File: src/rtl/testro_mem_readout.sv
// testro_mem_readout: Avalon-MM read master that streams sample-RAM words LSB-byte-first onto a valid/ready byte link.
// Define MEM_PREFETCH_EN to overlap the next word's read with the current word's serialization.
module testro_mem_readout #(
    parameter int ADDR_W = 15,
    parameter int DATA_W = 128,
    parameter int OUT_W  = 8,
    parameter int DEPTH  = 18750
) (
    input  logic                  clk_i,
    input  logic                  reset_n_i,
    input  logic                  start_i,
    input  logic [ADDR_W-1:0]     start_addr_i,
    input  logic [ADDR_W-1:0]     word_count_i,
    output logic                  busy_o,
    output logic                  done_o,
    output logic                  err_range_o,
    output logic [ADDR_W-1:0]     mem_address_o,
    output logic                  mem_chipselect_o,
    output logic                  mem_write_o,
    output logic [DATA_W/8-1:0]   mem_byteenable_o,
    output logic                  mem_clken_o,
    input  logic [DATA_W-1:0]     mem_readdata_i,
    output logic [OUT_W-1:0]      out_data_o,
    output logic                  out_valid_o,
    input  logic                  out_ready_i,
    output logic                  out_last_o
);
    localparam int BEATS = DATA_W / OUT_W;
    localparam int BW = BEATS > 1 ? $clog2(BEATS) : 1;
    typedef enum logic [2:0] {IDLE, ISSUE, CAPT, SHIFT, FIN} state_t;
    state_t state_q, state_d;
    logic [ADDR_W-1:0] addr_q, addr_d, cnt_q, cnt_d;
    logic [DATA_W-1:0] sh_q, sh_d;
    logic [BW-1:0] beat_q, beat_d;
    logic done_q, done_d, err_q, err_d;
    logic [ADDR_W:0] sum;
    logic last_beat, more, step;
`ifdef MEM_PREFETCH_EN
    logic [DATA_W-1:0] hold_q, hold_d;
    logic hold_v_q, hold_v_d, pend_q, pf_issue;
    // A background read is allowed only when its data has a guaranteed free slot.
    assign pf_issue = state_q == SHIFT && cnt_q != '0 && !pend_q && !hold_v_q;
    assign mem_chipselect_o = state_q == ISSUE || pf_issue;
    assign step = mem_chipselect_o;
    assign more = cnt_q != '0 || pend_q || hold_v_q;
`else
    assign mem_chipselect_o = state_q == ISSUE;
    assign step = state_q == CAPT;
    assign more = cnt_q != '0;
`endif
    assign sum = {1'b0, start_addr_i} + {1'b0, word_count_i};
    assign last_beat = beat_q == BW'(BEATS - 1);
    assign busy_o = state_q == ISSUE || state_q == CAPT || state_q == SHIFT;
    assign done_o = done_q || state_q == FIN;
    assign err_range_o = err_q;
    assign mem_address_o = mem_chipselect_o ? addr_q : '0;
    assign mem_write_o = 1'b0;
    assign mem_byteenable_o = '1;
    assign mem_clken_o = 1'b1;
    assign out_valid_o = state_q == SHIFT;
    assign out_data_o = out_valid_o ? sh_q[OUT_W-1:0] : '0;
    assign out_last_o = out_valid_o && last_beat && !more;

    always_ff @(posedge clk_i or negedge reset_n_i) begin
        if (!reset_n_i) begin
            state_q <= IDLE;
            addr_q  <= '0;
            cnt_q   <= '0;
            sh_q    <= '0;
            beat_q  <= '0;
            done_q  <= 1'b0;
            err_q   <= 1'b0;
`ifdef MEM_PREFETCH_EN
            hold_q   <= '0;
            hold_v_q <= 1'b0;
            pend_q   <= 1'b0;
`endif
        end else begin
            state_q <= state_d;
            addr_q  <= addr_d;
            cnt_q   <= cnt_d;
            sh_q    <= sh_d;
            beat_q  <= beat_d;
            done_q  <= done_d;
            err_q   <= err_d;
`ifdef MEM_PREFETCH_EN
            hold_q   <= hold_d;
            hold_v_q <= hold_v_d;
            pend_q   <= pf_issue;
`endif
        end
    end

    always_comb begin
        state_d = state_q;
        addr_d  = step ? addr_q + ADDR_W'(1) : addr_q;
        cnt_d   = step ? cnt_q - ADDR_W'(1) : cnt_q;
        sh_d    = sh_q;
        beat_d  = beat_q;
        done_d  = 1'b0;
        err_d   = 1'b0;
`ifdef MEM_PREFETCH_EN
        hold_d   = (pend_q && state_q == SHIFT) ? mem_readdata_i : hold_q;
        hold_v_d = (pend_q && state_q == SHIFT) || hold_v_q;
`endif
        case (state_q)
            IDLE: if (start_i) begin
                err_d  = sum > (ADDR_W + 1)'(DEPTH);
                done_d = !err_d && word_count_i == '0;
                if (!err_d && !done_d) begin
                    state_d = ISSUE;
                    addr_d  = start_addr_i;
                    cnt_d   = word_count_i;
                end
            end
            ISSUE: state_d = CAPT;
            CAPT: begin
                sh_d    = mem_readdata_i;
                beat_d  = '0;
                state_d = SHIFT;
            end
            SHIFT: if (out_ready_i) begin
                sh_d   = sh_q >> OUT_W;
                beat_d = last_beat ? '0 : beat_q + BW'(1);
`ifdef MEM_PREFETCH_EN
                // A word landing this very cycle bypasses the holding register.
                if (last_beat) begin
                    sh_d     = pend_q ? mem_readdata_i : hold_q;
                    hold_v_d = 1'b0;
                    state_d  = (pend_q || hold_v_q) ? SHIFT : (more ? CAPT : FIN);
                end
`else
                if (last_beat) state_d = more ? ISSUE : FIN;
`endif
            end
            FIN: state_d = IDLE;
            default: state_d = IDLE;
        endcase
    end
endmodule
File: config.mk
export PLATFORM = sky130hd
export DESIGN_NAME = testro_mem_readout
export DESIGN_NICKNAME = d
export VERILOG_FILES = /design/src/rtl/testro_mem_readout.sv
export SDC_FILE = /design/constraint.sdc
export NUM_CORES = 1
export LEC_CHECK = 0
export ABC_AREA = 1
export BUFFER_PORTS_ARGS = -buffer_cell sky130_fd_sc_hd__buf_2
export CAP_MARGIN = 5
export CORE_MARGIN = 2
export CORE_UTILIZATION = 55
export DETAILED_ROUTE_END_ITERATION = 8
export HOLD_SLACK_MARGIN = 0.1
export PLACE_DENSITY = 0.81
export SLEW_MARGIN = 5
export SYNTH_ARGS = -nofsm -noshare
export SYNTH_HDL_FRONTEND = slang
export SYNTH_SLANG_ARGS = --single-unit
File: constraint.sdc
create_clock -name clk_i -period 5.9 [get_ports clk_i]
set_input_delay 0.59 -clock clk_i [delete_from_list [all_inputs] [get_ports clk_i]]
set_output_delay 0.59 -clock clk_i [all_outputs]
set_load 0.02 [all_outputs]
==> impl_metrics.tcl <==
set metrics [dict create \
    critPathKind "reg2out" \
    ys_warn_count 0 \
    wl_met2_um 11350 \
    p_leak_nw 5.224 \
    grt_use_total 0.2741 \
    synth_top_area_cell "dfrtp_1" \
    syn_area_per_cell_um2 7.699 \
    slew_headroom 0.3342 \
    drt_iter0_drc 665 \
    cts_buffer_depth 2 \
    layout-drive-gt1-share 0.1905 \
    rsz0062_at_grt "false" \
    hold_viol 0 \
    cts_buffers 17 \
    synthDistinctLibCells 46 \
    htreeDepth 4 \
    clkLatencyLatePin_ns 0.43 \
    post_cts_resized 0 \
    final_max_slew_viol_count 0 \
    synth_top_area_share 0.4664 \
    setup_tns_ns 0 \
    wl_met1_um 10210 \
    initial_core_util 0.5641 \
    irDropWorstVdd_uv 434.7 \
    grt_max_degree 101 \
    vias 8358 \
    die-area_um2 17330 \
    ctsHoldBuffers 0 \
    setup_viol 0 \
    syn2layout_area_growth_pct 18.43 \
    reg2reg_from "state_q[2]" \
    syn_inst 1164 \
    overflow 0 \
    synth_xor_area_frac 0.02346 \
    synth_top_family_by_area "simple AND/OR/NAND/NOR gates" \
    drtPass1Iterations 7 \
    worstPathRequired_ns 5.31 \
    synthSimpleGateAreaFrac 0.2300 \
    cts_setup_buffers 0 \
    die_h_um 131.6 \
    cts-root-buf "clkbuf_16" \
    drc 0 \
    fillers 1344 \
    wl_um 23400 \
    reg2reg_slack_ns 2.81 \
    synthesis.area_um2 8961 \
    fin_skew_ns 0.007319 \
    row_count 46 \
    status "complete, no violations" \
    antenna_left 0 \
    tritoncts "done" \
    timing.final.crit_share 0.6205 \
    synth_area_leaders "dfrtp_1 47%, a21oi_1 14%, nand2_1 10%" \
    wl_met3_um 1383 \
    powerDensity_nw_per_um2 557.9 \
    core-area_um2 15890 \
    wl_per_cell_um 15.15 \
    startpoint_type "flop" \
    gp_congestion 0.9326 \
    cp-end-kind "output port" \
    hold_class "in2async" \
    synth_compound_area_frac 0.1758 \
    antenna_found_initial 1 \
    ff2ff_path_depth 9 \
    first_global_vias 8184 \
    hpwl_um 16160 \
    ys_seq_area_frac 0.4664 \
    arrival_ns 3.07 \
    post-route-min-period_ns 3.661 \
    max_freq_mhz 273.1 \
    viasPerCell 5.410 \
    synthMuxAreaShare 0 \
    worst_slew_pin_slew_ns 0.9987 \
    grt_pass1_wl_um 38870 \
    crit_path_max_fanout 65 \
    io_pins 209 \
    r2r-end "sh_q[30]" \
    finalPower_w 0.005920 \
    clk_pin_slew_worst_paths_ns 0.07 \
    io_buffers 190 \
    synth_fa_ha_area_frac 0.02737 \
    ys_seq_elements 167 \
    nNetsFinal 1496 \
    max-cap-violations 0 \
    die_x_um 131.6 \
    dr.max_layer_used "met4" \
    clock-sinks 167 \
]
## cells in the mapped netlist (all sizes together)
master / instances
clkbuf: 45
clkinv: 2
dfrtp: 167
nand4: 7
or2: 2
a211oi: 1
a21boi: 1
buf: 34
a22oi: 9
a21oi: 254
fa: 1
ha: 18
nor2: 191
o22ai: 1
xor2: 18
nand2: 247
nor4: 8
a32o: 7
a21o: 3
a31oi: 1
nor3: 10
a22o: 1
nor3b: 1
xnor2: 6
and3: 1
conb: 2
o21a: 1
inv: 76
o21ai: 20
nand3: 29
## registers in the layout (all words and copies together), names as in the netlist
signal / flops
addr_q: 15
state_q: 3
beat_q: 4
done_q: 1
sh_q: 128
cnt_q: 15
err_range_o: 1
## cells in the final DEF (no fill, tap or decap), types with 4 or more instances in the layout
master     synthesis  layout
a21oi_1          254     254
nand2_1          247     246
buf_2              7     189
nor2_1           186     185
dfrtp_1          167     167
inv_1             67      67
nand3_1           28      28
xor2_1            18      18
ha_1              18      18
conb_1             2      18
clkbuf_16          0      17
o21ai_1           14      14
a22oi_1            9       9
a32o_1             7       7
nor3_1             6       6
o21ai_0            6       6
xnor2_1            6       6
nor4_1             6       6
bufinv_16          0       6
inv_2              7       5
nand4_1            5       5
buf_4             19       5
inv_4              2       4
inv_6              0       4
## area by class of cell
| cell class | instances | area, um^2 | area share |
|---|---|---|---|
| clock buffer | 17 | 425.4 | 0.04008 |
| multi-input combinational | 856 | 4174 | 0.3933 |
| antenna | 1 | 2.502 | 0.0002358 |
| sequential | 167 | 4179 | 0.3938 |
| timing repair buffer | 195 | 994.7 | 0.09373 |
| clock inverter | 15 | 262.8 | 0.02476 |
| tap | 216 | 270.3 | 0.02547 |
| inverter | 78 | 304.0 | 0.02865 |
## metrics by stage
stage	worst slack, ns	cells	hold slack [ns]	utilization	area [um^2]
final	2.239	1545	0.2291	0.6681	10610
after global routing	2.013	1545	0.3025	0.6681	10610
after CTS	2.262	1544	0.2850	0.6679	10610
after detailed placement	2.070	1512	0.4816	0.6246	9922
after global placement	2.213	1512	0.4754	0.6246	9922
after floorplan	3.290	1180	0.2944	-	9021
## worst max-delay path: stages (launching register included)
cell	delay, ns
dfrtp_1	0.46
nor2_4	0.30
inv_4	0.09
nor2_4	0.51
inv_4	0.40
nor4_1	0.56
buf_2	0.29
## worst max-delay path by stage
stage,from,endpoint,slack [ns],cells after the start
after global placement,start_addr_i[0],addr_q[2],2.21,21
final,state_q[2],out_last_o,2.24,6
after detailed placement,word_count_i[0],addr_q[11],2.07,21
after global routing,state_q[2],out_last_o,2.01,6
after floorplan,start_addr_i[0],addr_q[5],3.29,22
after CTS,state_q[2],out_last_o,2.26,6
## cell families (layout without fill, tap and decap cells)
kind of cell,count (synthesis),after routing
xor+xnor,24,24
simple gates,496,496
other cells,2,19
buf+inv,157,305
flops,167,167
compound gates,299,299
fa+ha+maj,19,19
## power by group
group          internal (W)  switching (W)
Sequential          0.00173       0.000337
Clock              0.000807       0.000492
Combinational      0.000846        0.00171
## per-layer routing
metal  up-vias  track usage
met5         -            0
met4         0      0.08394
met3        29      0.05594
met2       277       0.4538
met1      3961       0.3649
li1       4091            -
(Power assumes the default switching activity.)
